<file path="src/rtl/tiny_synth_filter_pkg.sv">
// Shared constants, FSM state type and helpers for the EWMA channel scheduler.
package tiny_synth_filter_pkg;

  // Gain is alpha / 2**EWMA_SHIFT.
  localparam int EWMA_SHIFT = 8;

  // Sequencer states of the time-multiplexed filter.
  typedef enum logic [1:0] {
    ST_IDLE = 2'd0,
    ST_MUL  = 2'd1,
    ST_ACC  = 2'd2,
    ST_DONE = 2'd3
  } fsm_state_e;

  // Offset-binary midscale code for a given sample width.
  function automatic int midscale(input int data_w);
    return 32'sd1 << (data_w - 32'sd1);
  endfunction

endpackage

</file>
<file path="src/rtl/ewma_step.sv">
// Single EWMA update split into its two pipeline halves:
//   multiply half : prod = ((s_in - s_prev) * alpha) >>> EWMA_SHIFT
//   add half      : sum  = prod_reg + s_prev (low DATA_W bits, wrapping)
// The caller registers prod between the halves.
module ewma_step
  import tiny_synth_filter_pkg::*;
#(
  parameter int DATA_W  = 12,
  parameter int ALPHA_W = 9
) (
  input  logic signed [DATA_W-1:0]  s_in,
  input  logic signed [DATA_W-1:0]  s_prev,
  input  logic signed [ALPHA_W-1:0] alpha,
  input  logic signed [DATA_W:0]    prod_reg,
  output logic signed [DATA_W:0]    prod,
  output logic        [DATA_W-1:0]  sum_lo
);

  // Full product width: the product of a (DATA_W+1)-bit and ALPHA_W-bit signed value.
  localparam int PW = DATA_W + 1 + ALPHA_W;

  logic signed [DATA_W:0] diff;
  logic signed [PW-1:0]   mult;
  logic signed [PW-1:0]   shifted;
  logic        [DATA_W:0] sum_full;
  logic                   unused_bits;

  // Combinational datapath for both halves of the update.
  always_comb begin
    diff     = {s_in[DATA_W-1], s_in} - {s_prev[DATA_W-1], s_prev};
    mult     = $signed({{ALPHA_W{diff[DATA_W]}}, diff}) *
               $signed({{(DATA_W + 1){alpha[ALPHA_W-1]}}, alpha});
    // Arithmetic shift floors toward minus infinity for negative differences.
    shifted  = mult >>> EWMA_SHIFT;
    prod     = shifted[DATA_W:0];
    sum_full = prod_reg + {s_prev[DATA_W-1], s_prev};
    sum_lo   = sum_full[DATA_W-1:0];
  end

  // Discarded high bits: the result deliberately wraps to DATA_W bits.
  assign unused_bits = ^{shifted[PW-1:DATA_W+1], sum_full[DATA_W]};

endmodule

</file>
<file path="src/rtl/ewma_channel_scheduler.sv">
// Time-multiplexed multi-channel EWMA low-pass filter. One shared ewma_step
// serves all channels in round-robin order once per sample period; the output
// bank is refreshed for all channels at once together with a dout_valid pulse.
module ewma_channel_scheduler
  import tiny_synth_filter_pkg::*;
#(
  parameter int NUM_CH  = 4,
  parameter int DATA_W  = 12,
  parameter int ALPHA_W = 9
) (
  input  logic                        clk,
  input  logic                        rst_n,
  input  logic                        sample_strobe,
  input  logic [NUM_CH*DATA_W-1:0]    din,
  input  logic [NUM_CH*ALPHA_W-1:0]   alpha,
  output logic [NUM_CH*DATA_W-1:0]    dout,
  output logic                        dout_valid,
  output logic                        busy,
  output logic                        overrun
);

  localparam int                     CH_W     = (NUM_CH > 1) ? $clog2(NUM_CH) : 1;
  localparam logic [DATA_W-1:0]      MSB_MASK = DATA_W'(midscale(DATA_W));
  localparam logic [NUM_CH*DATA_W-1:0] MID_BANK = {NUM_CH{MSB_MASK}};
  localparam logic [CH_W-1:0]        LAST_CH  = CH_W'(NUM_CH - 1);

  fsm_state_e                  fsm_q, fsm_d;
  logic [CH_W-1:0]             ch_q, ch_d;
  logic [NUM_CH*DATA_W-1:0]    din_snap_q, din_snap_d;
  logic [NUM_CH*ALPHA_W-1:0]   alpha_snap_q, alpha_snap_d;
  logic [NUM_CH*DATA_W-1:0]    bank_q, bank_d;
  logic [NUM_CH*DATA_W-1:0]    dout_q, dout_d;
  logic signed [DATA_W:0]      prod_q, prod_d;
  logic                        valid_q, valid_d;
  logic                        busy_q, busy_d;
  logic                        overrun_q, overrun_d;

  logic signed [DATA_W-1:0]    s_in_s;
  logic signed [DATA_W-1:0]    s_prev_s;
  logic signed [ALPHA_W-1:0]   alpha_s;
  logic signed [DATA_W:0]      step_prod_s;
  logic        [DATA_W-1:0]    step_sum_s;

  // Select the current channel's operands and convert offset-binary to signed.
  always_comb begin
    s_in_s   = $signed(din_snap_q[ch_q*DATA_W +: DATA_W] ^ MSB_MASK);
    s_prev_s = $signed(bank_q[ch_q*DATA_W +: DATA_W] ^ MSB_MASK);
    alpha_s  = $signed(alpha_snap_q[ch_q*ALPHA_W +: ALPHA_W]);
  end

  ewma_step #(
    .DATA_W  (DATA_W),
    .ALPHA_W (ALPHA_W)
  ) u_step (
    .s_in     (s_in_s),
    .s_prev   (s_prev_s),
    .alpha    (alpha_s),
    .prod_reg (prod_q),
    .prod     (step_prod_s),
    .sum_lo   (step_sum_s)
  );

  // Sequencer: snapshot on strobe, MUL/ACC per channel, then publish the bank.
  always_comb begin
    fsm_d        = fsm_q;
    ch_d         = ch_q;
    din_snap_d   = din_snap_q;
    alpha_snap_d = alpha_snap_q;
    bank_d       = bank_q;
    dout_d       = dout_q;
    prod_d       = prod_q;
    valid_d      = 1'b0;

    case (fsm_q)
      ST_IDLE: begin
        if (sample_strobe) begin
          din_snap_d   = din;
          alpha_snap_d = alpha;
          ch_d         = '0;
          fsm_d        = ST_MUL;
        end else begin
          fsm_d        = ST_IDLE;
        end
      end
      ST_MUL: begin
        prod_d = step_prod_s;
        fsm_d  = ST_ACC;
      end
      ST_ACC: begin
        bank_d[ch_q*DATA_W +: DATA_W] = step_sum_s ^ MSB_MASK;
        if (ch_q == LAST_CH) begin
          // Publish the whole bank (including this channel's new value) so
          // dout and dout_valid are both visible during the DONE cycle.
          dout_d  = bank_d;
          valid_d = 1'b1;
          fsm_d   = ST_DONE;
        end else begin
          ch_d    = ch_q + CH_W'(1);
          fsm_d   = ST_MUL;
        end
      end
      ST_DONE: begin
        fsm_d = ST_IDLE;
      end
      default: begin
        fsm_d = ST_IDLE;
      end
    endcase
  end

  // Status flags: sticky overrun on a strobe outside IDLE, busy follows the next state.
  always_comb begin
    if (sample_strobe && (fsm_q != ST_IDLE)) begin
      overrun_d = 1'b1;
    end else begin
      overrun_d = overrun_q;
    end
    busy_d = (fsm_d != ST_IDLE);
  end

  // State registers with synchronous active-low reset.
  always_ff @(posedge clk) begin
    if (!rst_n) begin
      fsm_q        <= ST_IDLE;
      ch_q         <= '0;
      din_snap_q   <= '0;
      alpha_snap_q <= '0;
      bank_q       <= MID_BANK;
      dout_q       <= MID_BANK;
      prod_q       <= '0;
      valid_q      <= 1'b0;
      busy_q       <= 1'b0;
      overrun_q    <= 1'b0;
    end else begin
      fsm_q        <= fsm_d;
      ch_q         <= ch_d;
      din_snap_q   <= din_snap_d;
      alpha_snap_q <= alpha_snap_d;
      bank_q       <= bank_d;
      dout_q       <= dout_d;
      prod_q       <= prod_d;
      valid_q      <= valid_d;
      busy_q       <= busy_d;
      overrun_q    <= overrun_d;
    end
  end

  assign dout       = dout_q;
  assign dout_valid = valid_q;
  assign busy       = busy_q;
  assign overrun    = overrun_q;

endmodule

</file>
<file path="config.mk">
export PLATFORM = sky130hd
export DESIGN_NAME = ewma_channel_scheduler
export DESIGN_NICKNAME = d
export VERILOG_FILES = /design/src/rtl/tiny_synth_filter_pkg.sv /design/src/rtl/ewma_step.sv /design/src/rtl/ewma_channel_scheduler.sv
export SDC_FILE = /design/constraint.sdc
export NUM_CORES = 1
export LEC_CHECK = 0
export CORE_ASPECT_RATIO = 1.2
export CORE_UTILIZATION = 55
export DETAILED_ROUTE_END_ITERATION = 8
export DONT_BUFFER_PORTS = 1
export PLACE_DENSITY = 0.71
export SETUP_SLACK_MARGIN = 0.1
export SLEW_MARGIN = 30
export SYNTH_ARGS = -nofsm -noshare
export SYNTH_HDL_FRONTEND = slang
export SYNTH_SLANG_ARGS = --single-unit
</file>
<file path="constraint.sdc">
create_clock -name clk -period 10 [get_ports clk]
set_input_delay 2 -clock clk [delete_from_list [all_inputs] [get_ports clk]]
set_output_delay 2 -clock clk [all_outputs]
set_load 0.02 [all_outputs]
</file>
Word-level counts from Yosys, hierarchy flattened
Index checks and enable logic that the tools add are counted.
{"block": "totals", "in_bits": 87, "out_inout_bits": 51, "elab_cells": 48, "regBits": 199}
{"block": "classes", "n_reduce_logical": 9, "shifts": 5, "bitwise": 3, "eq_ne": 6, "n_addsub": 4, "n_mul": 3, "muxes": 8}
{"cell": "$shiftx A48 B7 Y12", "n": 2}
{"cell": "$bwmux W48", "n": 1}
{"cell": "$shift A12 B34 Y48 const A", "n": 1}
{"cell": "$shiftx A12 B34 Y48", "n": 1}
{"cell": "$shiftx A36 B7 Y9", "n": 1}
{"cell": "$neg A6 Y34", "n": 1}
{"cell": "$mul A13 B9 Y20", "n": 1}
{"cell": "$sub A12 B12 Y13", "n": 1}
{"cell": "$add A12 B12 Y12", "n": 1}
{"cell": "$pmux W2 S4", "n": 1}
{"cell": "$eq A2 B2 Y1 const B", "n": 3}
{"cell": "$mul A2 B4 Y6 const B", "n": 1}
{"cell": "$mux W2", "n": 3}
{"cell": "$reduce_and A2 Y1", "n": 3}
{"cell": "$reduce_bool A2 Y1", "n": 3}
{"cell": "$mul A2 B2 Y4 const B", "n": 1}
{"cell": "$ne A2 B2 Y1 const B", "n": 2}
{"cell": "$pmux W2 S2", "n": 1}
{"cell": "$not A1 Y1", "n": 3}
{"cell": "$reduce_and A3 Y1", "n": 1}
{"cell": "$add A2 B1 Y2 const B", "n": 1}
{"cell": "$eq A2 B1 Y1 const B", "n": 1}
{"cell": "$logic_not A2 Y1", "n": 1}
{"cell": "$mux W1", "n": 2}
{"cell": "$logic_and A1 B1 Y1", "n": 1}

Logic depth before layout (Yosys ltp)
{"block": "logic_depth", "word_depth": 7, "depth_mapped": 35, "depth_no_buf": 31}

By module
A second synthesis with hierarchy kept.
{"block": "unflattened", "cells_unflattened": 1535, "area_unflattened_um2": 13759.4}
{"mod": "ewma_channel_scheduler", "seq_area_each_um2": 4003.8, "cells_each": 976, "instances": 1, "area_per_inst_um2": 8896.0}
{"mod": "ewma_step", "seq_area_each_um2": 0.0, "cells_each": 559, "instances": 1, "area_per_inst_um2": 4863.4}

Worst setup path after synthesis
OpenSTA, ideal clock, no wires.
{"block": "synth_path", "path_type": "register to register", "from": "register ch_q[0]", "to": "register prod_q[11]", "stages_incl_launch_ff": 31, "synth_period_minus_slack_ps": 8523, "required_time_ps": 9918, "t_arrival_ps": 8441, "n_path_buf": 4, "setup_ps": 82, "path_slack_ps": 1477, "path_cell_list": "dfxtp_1 buf_2 buf_2 buf_2 buf_1 mux4_2 inv_1 ha_1 inv_1 fa_1 a211o_1 o211ai_1 nand2_1 a21o_1 xor2_1 nand2_1 fa_1 inv_1 fa_1 fa_1 fa_1 fa_1 ha_1 a21oi_1 o21ai_0 o2111a_1 or3_4 a21oi_2 xnor2_1 or3_1 o2111ai_1"}
{"block": "synth_via", "elab_chain_cells": 5, "elab_cells_between_ends": 9, "cone_classes": "add/sub (1); mul (3); shift (3); bitwise (2)"}
{"element": "start: declaration", "line": "ewma_channel_scheduler.sv:28", "source": "logic [CH_W-1:0] ch_q, ch_d;"}
{"element": "start signal: assignment", "line": "ewma_channel_scheduler.sv:136", "source": "ch_q <= ch_d;"}
{"element": "$mul A2 B2 Y4", "line": "ewma_channel_scheduler.sv:46, ewma_channel_scheduler.sv:47"}
{"element": "$shiftx A48 B7 Y12, on equally long branches", "line": "ewma_channel_scheduler.sv:46, ewma_channel_scheduler.sv:47"}
{"element": "$not A1 Y1 (no line)"}
{"element": "$sub A12 B12 Y13", "line": "ewma_step.sv:30", "source": "diff = {s_in[DATA_W-1], s_in} - {s_prev[DATA_W-1], s_prev};"}
{"element": "$mul A13 B9 Y20 (*)", "line": "ewma_step.sv:31", "source": "mult = $signed({{ALPHA_W{diff[DATA_W]}}, diff}) *"}
{"element": "end signal: assignment", "line": "ewma_channel_scheduler.sv:141", "source": "prod_q <= prod_d;"}
{"element": "end: declaration", "line": "ewma_channel_scheduler.sv:33", "source": "logic signed [DATA_W:0] prod_q, prod_d;"}
Mark *: on every way between the ends. The rest lies on a longest branch, timed or not.
A chain may end at the register's enable or synchronous reset.

Final worst setup path
Same ends and word-level chain as after synthesis.

==> qor.yml <==
outcome:
  status: "finished, final reports clean"
clock_tree:
  cts_tree: "done"
  root_buffer: "clkbuf_16"
  clk_latency_ps: 450
  cts_resized: 0
  clk_pin_slew_worst_paths_ps: 90
  post_cts.repair.setup_buffers: 0
  cts_max_level: 4
  postCtsHoldBufs: 0
  numCtsBuffers: 17
  cts.path.max_buffers: 2
  cts.sinks: 199
timing:
  tns_ps: 0
  fin_crit_ps: 8595
  layout_setup_ws_ps: 1405
  setup_viol: 0
  rsz0062_at_grt: "false"
  finalClockSkew_ps: 18.99
  max-slew-margin-rel: 0.2788
  max_slew.worst_pin.slew_ps: 1078
  finalHoldViolations: 0
  fin_crit_sh: 0.8595
  maxClockFrequency_mhz: 116.3
  slew_viol_final: 0
  whs_ps: 462.5
setup_path:
  crit_path_end_kind: "flip-flop"
  crit_family: "adder cells"
  crit_slowest_cell: "dfxtp_4"
  worstPathRequired_ps: 10360
  critPathKind: "reg -> reg"
  path_buf_inv: 4
  crit_arrival_ps: 8960
  crit_path_max_fanout: 50
  crit_path_frequent_cell: "fa_1"
  max_stage_delay_ps: 830
  cp-start-kind: "flip-flop"
job:
  cap_violations: 0
logic_synthesis:
  synth_xor_area_frac: 0.02748
  synthFlopType: "dfxtp_1"
  synth_area_leaders: "dfxtp_1 (30%), fa_1 (14%), nand2_1 (8.8%), ha_1 (6.1%), a21boi_0 (5.3%)"
  yosys.cell_count.top_type: "nand2_1"
  netlist_area_mm2: 0.01339
  synth_edf_count: 0
  ys_types: 60
  syn_inst: 1558
  yosys_warnings: 0
  synthMuxAreaShare: 0.05730
  netlist.top_cell.by_area: "dfxtp_1"
  synthSimpleGateAreaFrac: 0.1806
  yosysSeqAreaShare: 0.2976
  synth_top_family_by_area: "adder cells"
  ys_top_cells_by_count: "nand2_1 (313), dfxtp_1 (199), inv_1 (122)"
  syn-num-nets: 1802
  synth_seq_cells: 199
  synthArstFlopShare: 0
  yosysTopAreaCellShare: 0.2976
  synth_compound_area_frac: 0.1784
  postSynthAreaPerCell_um2: 8.592
  synthAdderAreaFrac: 0.1983
global_routing:
  grt_pass1_vias: 11120
  grt_pass1_wl_mm: 58.62
  grt_start_max_net_pins: 207
  grt_antenna_before_repair: 0
  groute.usage.overall: 0.3067
  grt-ovfl-total: 0
placed_design:
  place_ws_ps: 1437
  place_congestion: 0.9424
  dp_hpwl_mm: 27.51
  io_buffer_count: 0
routing:
  vias: 10940
  wl_per_cell_um: 20.06
  drc: 0
  first_pass_iters: 8
  vias_per_cell: 5.974
  drtIter0Drc: 890
  wl_mm: 36.73
  antenna_left: 0
floorplanning:
  initial_core_util: 0.5603
  rows: 62
  dieArea_mm2: 0.02497
  die-height_um: 172.9
  ioPinCount: 138
  core_mm2: 0.02389
  fp.dieW_um: 144.4
cells_and_area:
  fillers: 2129
  fin_nets: 1742
  antenna_cells: 0
  layout-area-overhead-vs-synth_pct: 5.888
  layout-drive-gt1-share: 0.06089
  final_core_util: 0.5933
pwr:
  leakagePower_nw: 5.982
  finalPower_mw: 2.517
  power_density_mw_per_mm2: 177.6
  max-vdd-ir-drop_uv: 111.7
hold_path:
  hold_class: "reg -> reg"
-- kinds of logic (layout without fill, tap and decap cells) --
logic type	after synthesis	in the layout
mux	41	41
flops	199	199
xor+xnor	42	42
buf+inv	212	165
fa+ha+maj	157	157
compound gates	355	355
simple gates	552	552
-- final cells by class --
cell class	instances	area, µm²	area share
clock inverters	14	192.7	0.01359
inverters	123	461.7	0.03257
clock buffers	18	439.2	0.03098
well taps	320	400.4	0.02825
flip-flops and latches	199	3989	0.2814
multi-input cells	1147	8617	0.6079
repair buffers	10	75.07	0.005296
-- state kept, by name, indices dropped and copies added (netlist names), 2 cells and up --
name          count
ch_q              2
dout             48
din_snap_q       48
prod_q           12
fsm_q             2
alpha_snap_q     36
bank_q           48
-- where the power goes --
group,internal (mW),switching [mW],leakage (nW)
clock network,0.373,0.369,0.305
logic,0.349,0.559,4.06
registers,0.833,0.0347,1.62
-- metrics by stage --
step	cell area, µm²	std cells
2_1_floorplan	13390	1558
4_1_cts	14170	1831
6_report	14170	1831
3_5_place_dp	13540	1799
3_3_place_gp	13540	1799
5_1_grt	14170	1831
-- cell usage in the layout (no fill, tap or decap), types with 27 or more instances in the layout --
master / Yosys / routed
xnor2_1: 27 / 27
ha_1: 65 / 65
and2_1: 33 / 31
o21ai_0: 83 / 83
nand2_1: 313 / 312
dfxtp_1: 199 / 197
inv_1: 122 / 122
a21boi_0: 94 / 94
nand3_1: 34 / 34
fa_1: 92 / 92
a21oi_1: 57 / 57
nor2_1: 89 / 89
mux4_2: 28 / 28
-- worst register-to-register path, delay by kind of cell, from the launching register on --
kind / cells / cell delay (ps)
compound gates: 9 / 1960
xor+xnor: 1 / 100
fa+ha+maj: 8 / 3320
buf+inv: 4 / 360
flops: 1 / 830
mux: 1 / 640
simple gates: 5 / 1310
-- path summary, 6_finish.rpt --
kind,slack [ps],startpoint,cells after the start,to
setup / recovery,1400,ch_q[0],28,prod_q[11]
hold / removal,460,din_snap_q[35],2,din_snap_q[35]
setup reg to reg,1400,ch_q[0],28,prod_q[11]
hold reg to reg,460,din_snap_q[35],2,din_snap_q[35]
-- layer usage --
metal,share of wire,track usage,up-vias
li1,-,-,5129
met1,0.38,0.3508,5322
met2,0.52,0.5507,381
met3,0.049,0.04597,106
met4,0.047,0.1443,0
met5,0,0,-
Note: power is estimated with default switching activity, not from simulation.
